===== src/rtl/inv_converter_pipe.sv =====
// Pipelined two's-complement negate/abs unit; the +1 carry ripples one SEG_W-bit segment per stage.
// Optional build macro INV_CONV_SATURATE_EN clamps overflowed results to max positive instead of wrapping.
module inv_converter_pipe #(
    parameter int DATA_W = 16,
    parameter int SEG_W  = 4
) (
    input  logic              sys_clk,
    input  logic              sys_rst_n,
    input  logic              in_valid,
    output logic              in_ready,
    input  logic [DATA_W-1:0] data_i,
    input  logic [1:0]        mode_i,
    output logic              out_valid,
    input  logic              out_ready,
    output logic [DATA_W-1:0] data_o,
    output logic              ovf_o
);

    localparam int NSTAGE = (DATA_W + SEG_W - 1) / SEG_W;
    localparam logic [DATA_W-1:0] MIN_NEG = {1'b1, {(DATA_W-1){1'b0}}};
`ifdef INV_CONV_SATURATE_EN
    localparam logic [DATA_W-1:0] MAX_POS = {1'b0, {(DATA_W-1){1'b1}}};
`endif

    // Adds cin into segment seg of x only; bits above DATA_W clip the last segment. Returns {cout, x'}.
    function automatic logic [DATA_W:0] inc_seg(input logic [DATA_W-1:0] x,
                                                 input logic cin,
                                                 input int seg);
        logic              c;
        logic [DATA_W-1:0] y;
        c = cin;
        y = x;
        for (int i = 0; i < DATA_W; i++) begin
            if ((i >= seg * SEG_W) && (i < (seg + 1) * SEG_W)) begin
                y[i] = x[i] ^ c;
                c    = x[i] & c;
            end
        end
        return {c, y};
    endfunction

    logic [NSTAGE-1:0]             r_vld;
    logic [NSTAGE-1:0]             r_cin;
    logic [NSTAGE-1:0]             r_ovf;
    logic [NSTAGE-1:0][DATA_W-1:0] r_x;

    logic [NSTAGE-1:0]             w_vld_nxt;
    logic [NSTAGE-1:0]             w_cin_nxt;
    logic [NSTAGE-1:0]             w_ovf_nxt;
    logic [NSTAGE-1:0][DATA_W-1:0] w_x_nxt;
    logic [DATA_W:0]               w_sum;
    logic                          w_adv;
    logic                          w_neg;
    logic                          w_unused_cout;

    // One global stall: the whole pipe, bubbles included, freezes while the output is blocked.
    assign w_adv     = ~r_vld[NSTAGE-1] | out_ready;
    assign in_ready  = w_adv;
    assign out_valid = r_vld[NSTAGE-1];
    assign data_o    = r_x[NSTAGE-1];
    assign ovf_o     = r_ovf[NSTAGE-1];

    // The final segment's carry-out is dropped, giving modulo-2^DATA_W arithmetic.
    assign w_unused_cout = r_cin[NSTAGE-1];

    always_comb begin
        // NOTE: every comb output gets a default first so no path can infer a latch.
        w_vld_nxt = '0;
        w_cin_nxt = '0;
        w_ovf_nxt = '0;
        w_x_nxt   = '0;
        w_sum     = '0;

        w_neg        = (mode_i == 2'b01) || ((mode_i == 2'b10) && data_i[DATA_W-1]);
        w_vld_nxt[0] = in_valid;
        w_ovf_nxt[0] = w_neg && (data_i == MIN_NEG);
        w_sum        = inc_seg(w_neg ? ~data_i : data_i, w_neg, 0);
        w_cin_nxt[0] = w_sum[DATA_W];
        w_x_nxt[0]   = w_sum[DATA_W-1:0];

        for (int s = 1; s < NSTAGE; s++) begin
            w_vld_nxt[s] = r_vld[s-1];
            w_ovf_nxt[s] = r_ovf[s-1];
            w_sum        = inc_seg(r_x[s-1], r_cin[s-1], s);
            w_cin_nxt[s] = w_sum[DATA_W];
            w_x_nxt[s]   = w_sum[DATA_W-1:0];
        end

`ifdef INV_CONV_SATURATE_EN
        if (w_ovf_nxt[NSTAGE-1]) begin
            w_x_nxt[NSTAGE-1] = MAX_POS;
        end
`endif
    end

    // NOTE: state uses non-blocking assignments so every stage samples the pre-edge values of its neighbour.
    always_ff @(posedge sys_clk) begin
        if (!sys_rst_n) begin
            r_vld <= '0;
            r_cin <= '0;
            r_ovf <= '0;
            r_x   <= '0;
        end else if (w_adv) begin
            r_vld <= w_vld_nxt;
            r_cin <= w_cin_nxt;
            r_ovf <= w_ovf_nxt;
            r_x   <= w_x_nxt;
        end
    end

endmodule


===== config.mk =====
export PLATFORM = sky130hd
export DESIGN_NAME = inv_converter_pipe
export DESIGN_NICKNAME = d
export VERILOG_FILES = /design/src/rtl/inv_converter_pipe.sv
export SDC_FILE = /design/constraint.sdc
export NUM_CORES = 1
export LEC_CHECK = 0
export ABC_AREA = 1
export BUFFER_PORTS_ARGS = -buffer_cell sky130_fd_sc_hd__buf_2
export CAP_MARGIN = 10
export CORE_AREA = 8 8 83 85
export CTS_BUF_LIST = sky130_fd_sc_hd__clkbuf_8
export CTS_CLUSTER_DIAMETER = 80
export CTS_CLUSTER_SIZE = 25
export DETAILED_ROUTE_END_ITERATION = 8
export DIE_AREA = 0 0 91 93
export GPL_TIMING_DRIVEN = 0
export PLACE_DENSITY = 0.8
export SETUP_SLACK_MARGIN = 0.05
export SLEW_MARGIN = 5
export SYNTH_ARGS = -nofsm -noshare
export SYNTH_HDL_FRONTEND = slang
export SYNTH_SLANG_ARGS = --single-unit

===== constraint.sdc =====
create_clock -name sys_clk -period 1.8 [get_ports sys_clk]
set_input_delay 0.09 -clock sys_clk [delete_from_list [all_inputs] [get_ports sys_clk]]
set_output_delay 0.09 -clock sys_clk [all_outputs]
set_load 0.005 [all_outputs]

==> Flow_metrics.wiki <==
{| class="wikitable"
! Metric !! Value
|-
| Met3 Resource Use GR || 0.0417
|-
| Fill cell instance count of the final layout || 514
|-
| Worst setup slack before clock tree synthesis || 0.103 ns
|-
| Layout cells sized above 1 || 0.191
|-
| Cell breakdown of the critical path || nand2_2 -> buf_4 -> buf_2 -> buf_2
|-
| Dominant combinational cell family by area after synthesis || simple AND/OR/NAND/NOR gates
|-
| CTS H-tree depth || 3
|-
| Sum of overflow across all layers after global routing || 0
|-
| Data required time of the worst path || 1.71 ns
|-
| Final core utilization || 0.655
|-
| Simple-gate area share of the yosys netlist || 0.196
|-
| Multiplexer fraction of the synthesized cell area || 0
|-
| Int Pwr || 0.00269 W
|-
| Remaining DRCs || 0
|-
| Vias after detailed routing || 2,706
|-
| Buffers on Ports || 39
|-
| Gp weighted congestion || 0.786
|-
| First-pass GRT wire length || 11,900 um
|-
| Buffer type at the clock tree root || sky130_fd_sc_hd__clkbuf_8
|-
| Register area share after synthesis || 0.467
|-
| Clk slew on worst S/H paths || 0.07 ns
|-
| Average size of a mapped cell || 7.69 um^2
|-
| Library cells used by synthesis || 21
|-
| Synth Area in Compound Gates || 0.122
|-
| Post-DP HPWL || 4950 um
|-
| Type of element launching the critical path || flop
|-
| Synth Instances || 418
|-
| Clock share of power || 0.369
|-
| Most Crowded Layer GR || met2
|-
| Core area || 5680 um^2
|-
| Worst Slack Setup Final || 0.261 ns
|-
| Setup Viol. Count Final || 0
|-
| Number of nets in the layout || 506
|-
| Worst Reg-to-Reg Cells || 6
|-
| Residual antenna-violating net count after detailed routing || 0
|-
| Number of gates given a new drive strength after cts || 0
|-
| Peak Freq || 650 MHz
|-
| Category of the worst setup path capture point || output pin
|-
| Synth-to-layout area growth || 15.5%
|-
| Min Tclk post-route || 1.54 ns
|-
| Count of state elements after synthesis || 75
|-
| Maximum Capacitance Violations || 0
|-
| Number of rows created at floorplan || 28
|-
| Number of nets produced by synthesis || 455
|-
| Final setup TNS || 0 ns
|-
| Slew headroom || 0.653
|-
| Total length of routed wires || 6860 um
|-
| Pin slew with the least headroom to its limit || 0.520 ns
|-
| Critical path class || flop to output pin
|-
| Number of iterations in the first detailed-routing pass || 4
|-
| Horizontal extent of the die || 91 um
|-
| Clk_lat worst skew || 0.35 ns
|-
| Hold Path Class || input pin to flop
|-
| IO Pins || 41
|-
| Hold Vio Cnt, Final || 0
|-
| Data arrival, critical path || 1.45 ns
|-
| Longest Clk Path Bufs || 2
|-
| RSZ-0062 raised after global routing || false
|-
| Share of total power in sequential cells || 0.514
|-
| Total clock buffers created by CTS || 9
|-
| Synthesized-area fraction occupied by adder cells || 0.0584
|-
| Max Clock Skew || 0.00587 ns
|-
| Routed wire per std cell || 12.5 um
|-
| Met2 Track Usage GR || 0.300
|-
| Cell with the biggest individual delay on the critical path || sky130_fd_sc_hd__dfxtp_1
|-
| P per Cell Area || 958 nW/um^2
|-
| Result of the run || finished, final reports clean
|-
| Synthesized cell area || 3220 um^2
|-
| Global routing usage summed across all routing layers || 0.174
|-
| Switching fraction of total power || 0.243
|-
| Maximum cell stage delay along the critical path || 0.32 ns
|-
| Post-detailed-route via-to-cell ratio || 4.95
|-
| Combinational power share || 0.117
|-
| Sequential cell area in the final layout || 1500 um^2
|-
| Effective utilization at floorplan || 0.567
|-
| DRT iter0 DRCs || 151
|-
| Pin count of the biggest net entering global routing || 12
|-
| Leakage power || 1.83 nW
|-
| Number of global-route vias before repair || 2,696
|-
| Die height || 93 um
|-
| Antenna cells || 0
|-
| Post-Synth XOR/XNOR Area || 0.0436
|-
| Total Die Area || 8460 um^2
|-
| Yosys Warn Count || 0
|-
| Net Sw Power || 0.000864 W
|-
| CTS tree || built
|-
| VDD IR max || 0.555 mV
|-
| Max-slew violation count || 0
|-
| Multi-input gate area || 1350 um^2
|-
| Met1 usage in global routing || 0.200
|-
| Initial antenna violation count || 0
|-
| CTS sink cnt || 75
|-
| Top cell by count, worst path || sky130_fd_sc_hd__buf_2
|-
| Worst Hold Depth || 5
|-
| Maximum fanout count along the critical path || 10
|-
| Share of the clock period used by the worst path after layout || 0.855
|}
[routing by layer]
metal / wire (um) / up-vias
li1: - / 1389
met1: 3100 / 1273
met2: 3410 / 33
met4: 125 / 0
met5: 0 / -
met3: 225 / 11
[critical path: cells and delay by family, from the launching register on]
| family | cells | cell delay [ns] |
|---|---|---|
| buffers and inverters | 3 | 0.60 |
| DFF | 1 | 0.32 |
| and+or+nand+nor | 1 | 0.18 |
[cells in the final DEF (no fill, tap or decap), drive strengths merged]
master         n
inv           33
o211ai         1
buf           70
clkbuf        21
nor2         125
xnor2         12
clkinv         1
nand2         30
dlygate4sd3    1
bufinv         1
a21oi          5
o21ai         72
xor2           4
nand3          6
dfxtp         75
ha            15
[area by class of cell]
type	instances	share of cell area
Sequential cell	75	0.404
Multi-Input combinational cell	270	0.363
Buffer	40	0.0647
Timing Repair Buffer	40	0.0552
Clock buffer	12	0.0445
Inverter	33	0.0333
Tap cell	75	0.0253
Clock inverter	2	0.00943
[cell usage after synthesis]
cell | count | share of area
sky130_fd_sc_hd__inv_1 | 26 | 0.030
sky130_fd_sc_hd__o21ai_1 | 62 | 0.096
sky130_fd_sc_hd__o211ai_1 | 1 | 0.0023
sky130_fd_sc_hd__buf_2 | 8 | 0.012
sky130_fd_sc_hd__a21oi_1 | 5 | 0.0078
sky130_fd_sc_hd__clkbuf_1 | 9 | 0.011
sky130_fd_sc_hd__nand2_1 | 27 | 0.032
sky130_fd_sc_hd__nand3_1 | 5 | 0.0078
sky130_fd_sc_hd__xnor2_1 | 12 | 0.033
sky130_fd_sc_hd__buf_1 | 5 | 0.0058
sky130_fd_sc_hd__buf_12 | 1 | 0.0062
sky130_fd_sc_hd__o21ai_0 | 10 | 0.016
sky130_fd_sc_hd__inv_2 | 7 | 0.0082
sky130_fd_sc_hd__dfxtp_1 | 75 | 0.47
sky130_fd_sc_hd__nand2_2 | 2 | 0.0039
sky130_fd_sc_hd__xor2_1 | 4 | 0.011
sky130_fd_sc_hd__ha_1 | 15 | 0.058
sky130_fd_sc_hd__nor2_1 | 125 | 0.15
sky130_fd_sc_hd__buf_4 | 17 | 0.040
sky130_fd_sc_hd__nand3_2 | 1 | 0.0031
sky130_fd_sc_hd__nand2_4 | 1 | 0.0035
[sequential cells by signal, indices dropped and copies added (netlist names)]
register	count
data_o	16
r_cin	3
r_ovf	4
r_vld	4
r_x	48
[power by group through the flow]
stage                     combinational (W)  sequential, W  clock (W)
after floorplan                    0.000303        0.00185          0
after global placement             0.000400        0.00186          0
after detailed placement           0.000412        0.00186          0
after CTS                          0.000418        0.00183    0.00133
after global routing               0.000479        0.00184    0.00140
final                              0.000415        0.00183    0.00131
[stage by stage]
stage | instances | hold slack, ns | instance area, um^2 | total power [W]
6_report | 547 | 0.0570 | 3710 | 0.00356
3_5_place_dp | 532 | 0.329 | 3500 | 0.00227
5_1_grt | 547 | 0.0751 | 3710 | 0.00372
2_1_floorplan | 418 | 0.225 | 3220 | 0.00215
3_3_place_gp | 532 | 0.314 | 3500 | 0.00226
4_1_cts | 547 | 0.0526 | 3710 | 0.00358
[cell families (layout without fill, tap and decap cells)]
logic type,count (synthesis),after routing
AOI/OAI and AO/OA,78,78
xor gates and xnor gates,16,16
adders and majority gates,15,15
buffers and inverters,73,127
DFF,75,75
and+or+nand+nor,161,161
[final timing paths]
| check | slack (ns) | startpoint | end |
|---|---|---|---|
| max | 0.26 | r_vld[3] | in_ready |
| min | 0.06 | data_i[14] | r_x[14] |
| max reg2reg | 0.40 | r_cin[0] | r_x[23] |
| min reg2reg | 0.47 | r_vld[2] | r_vld[2] |
[repair_timing]
item                                   CTS  global route
setup endpoints to repair                0             0
endpoints found under the hold margin    1             0
buffers inserted                         0             0
hold buffers                             1             0
(Power assumes the default switching activity.)
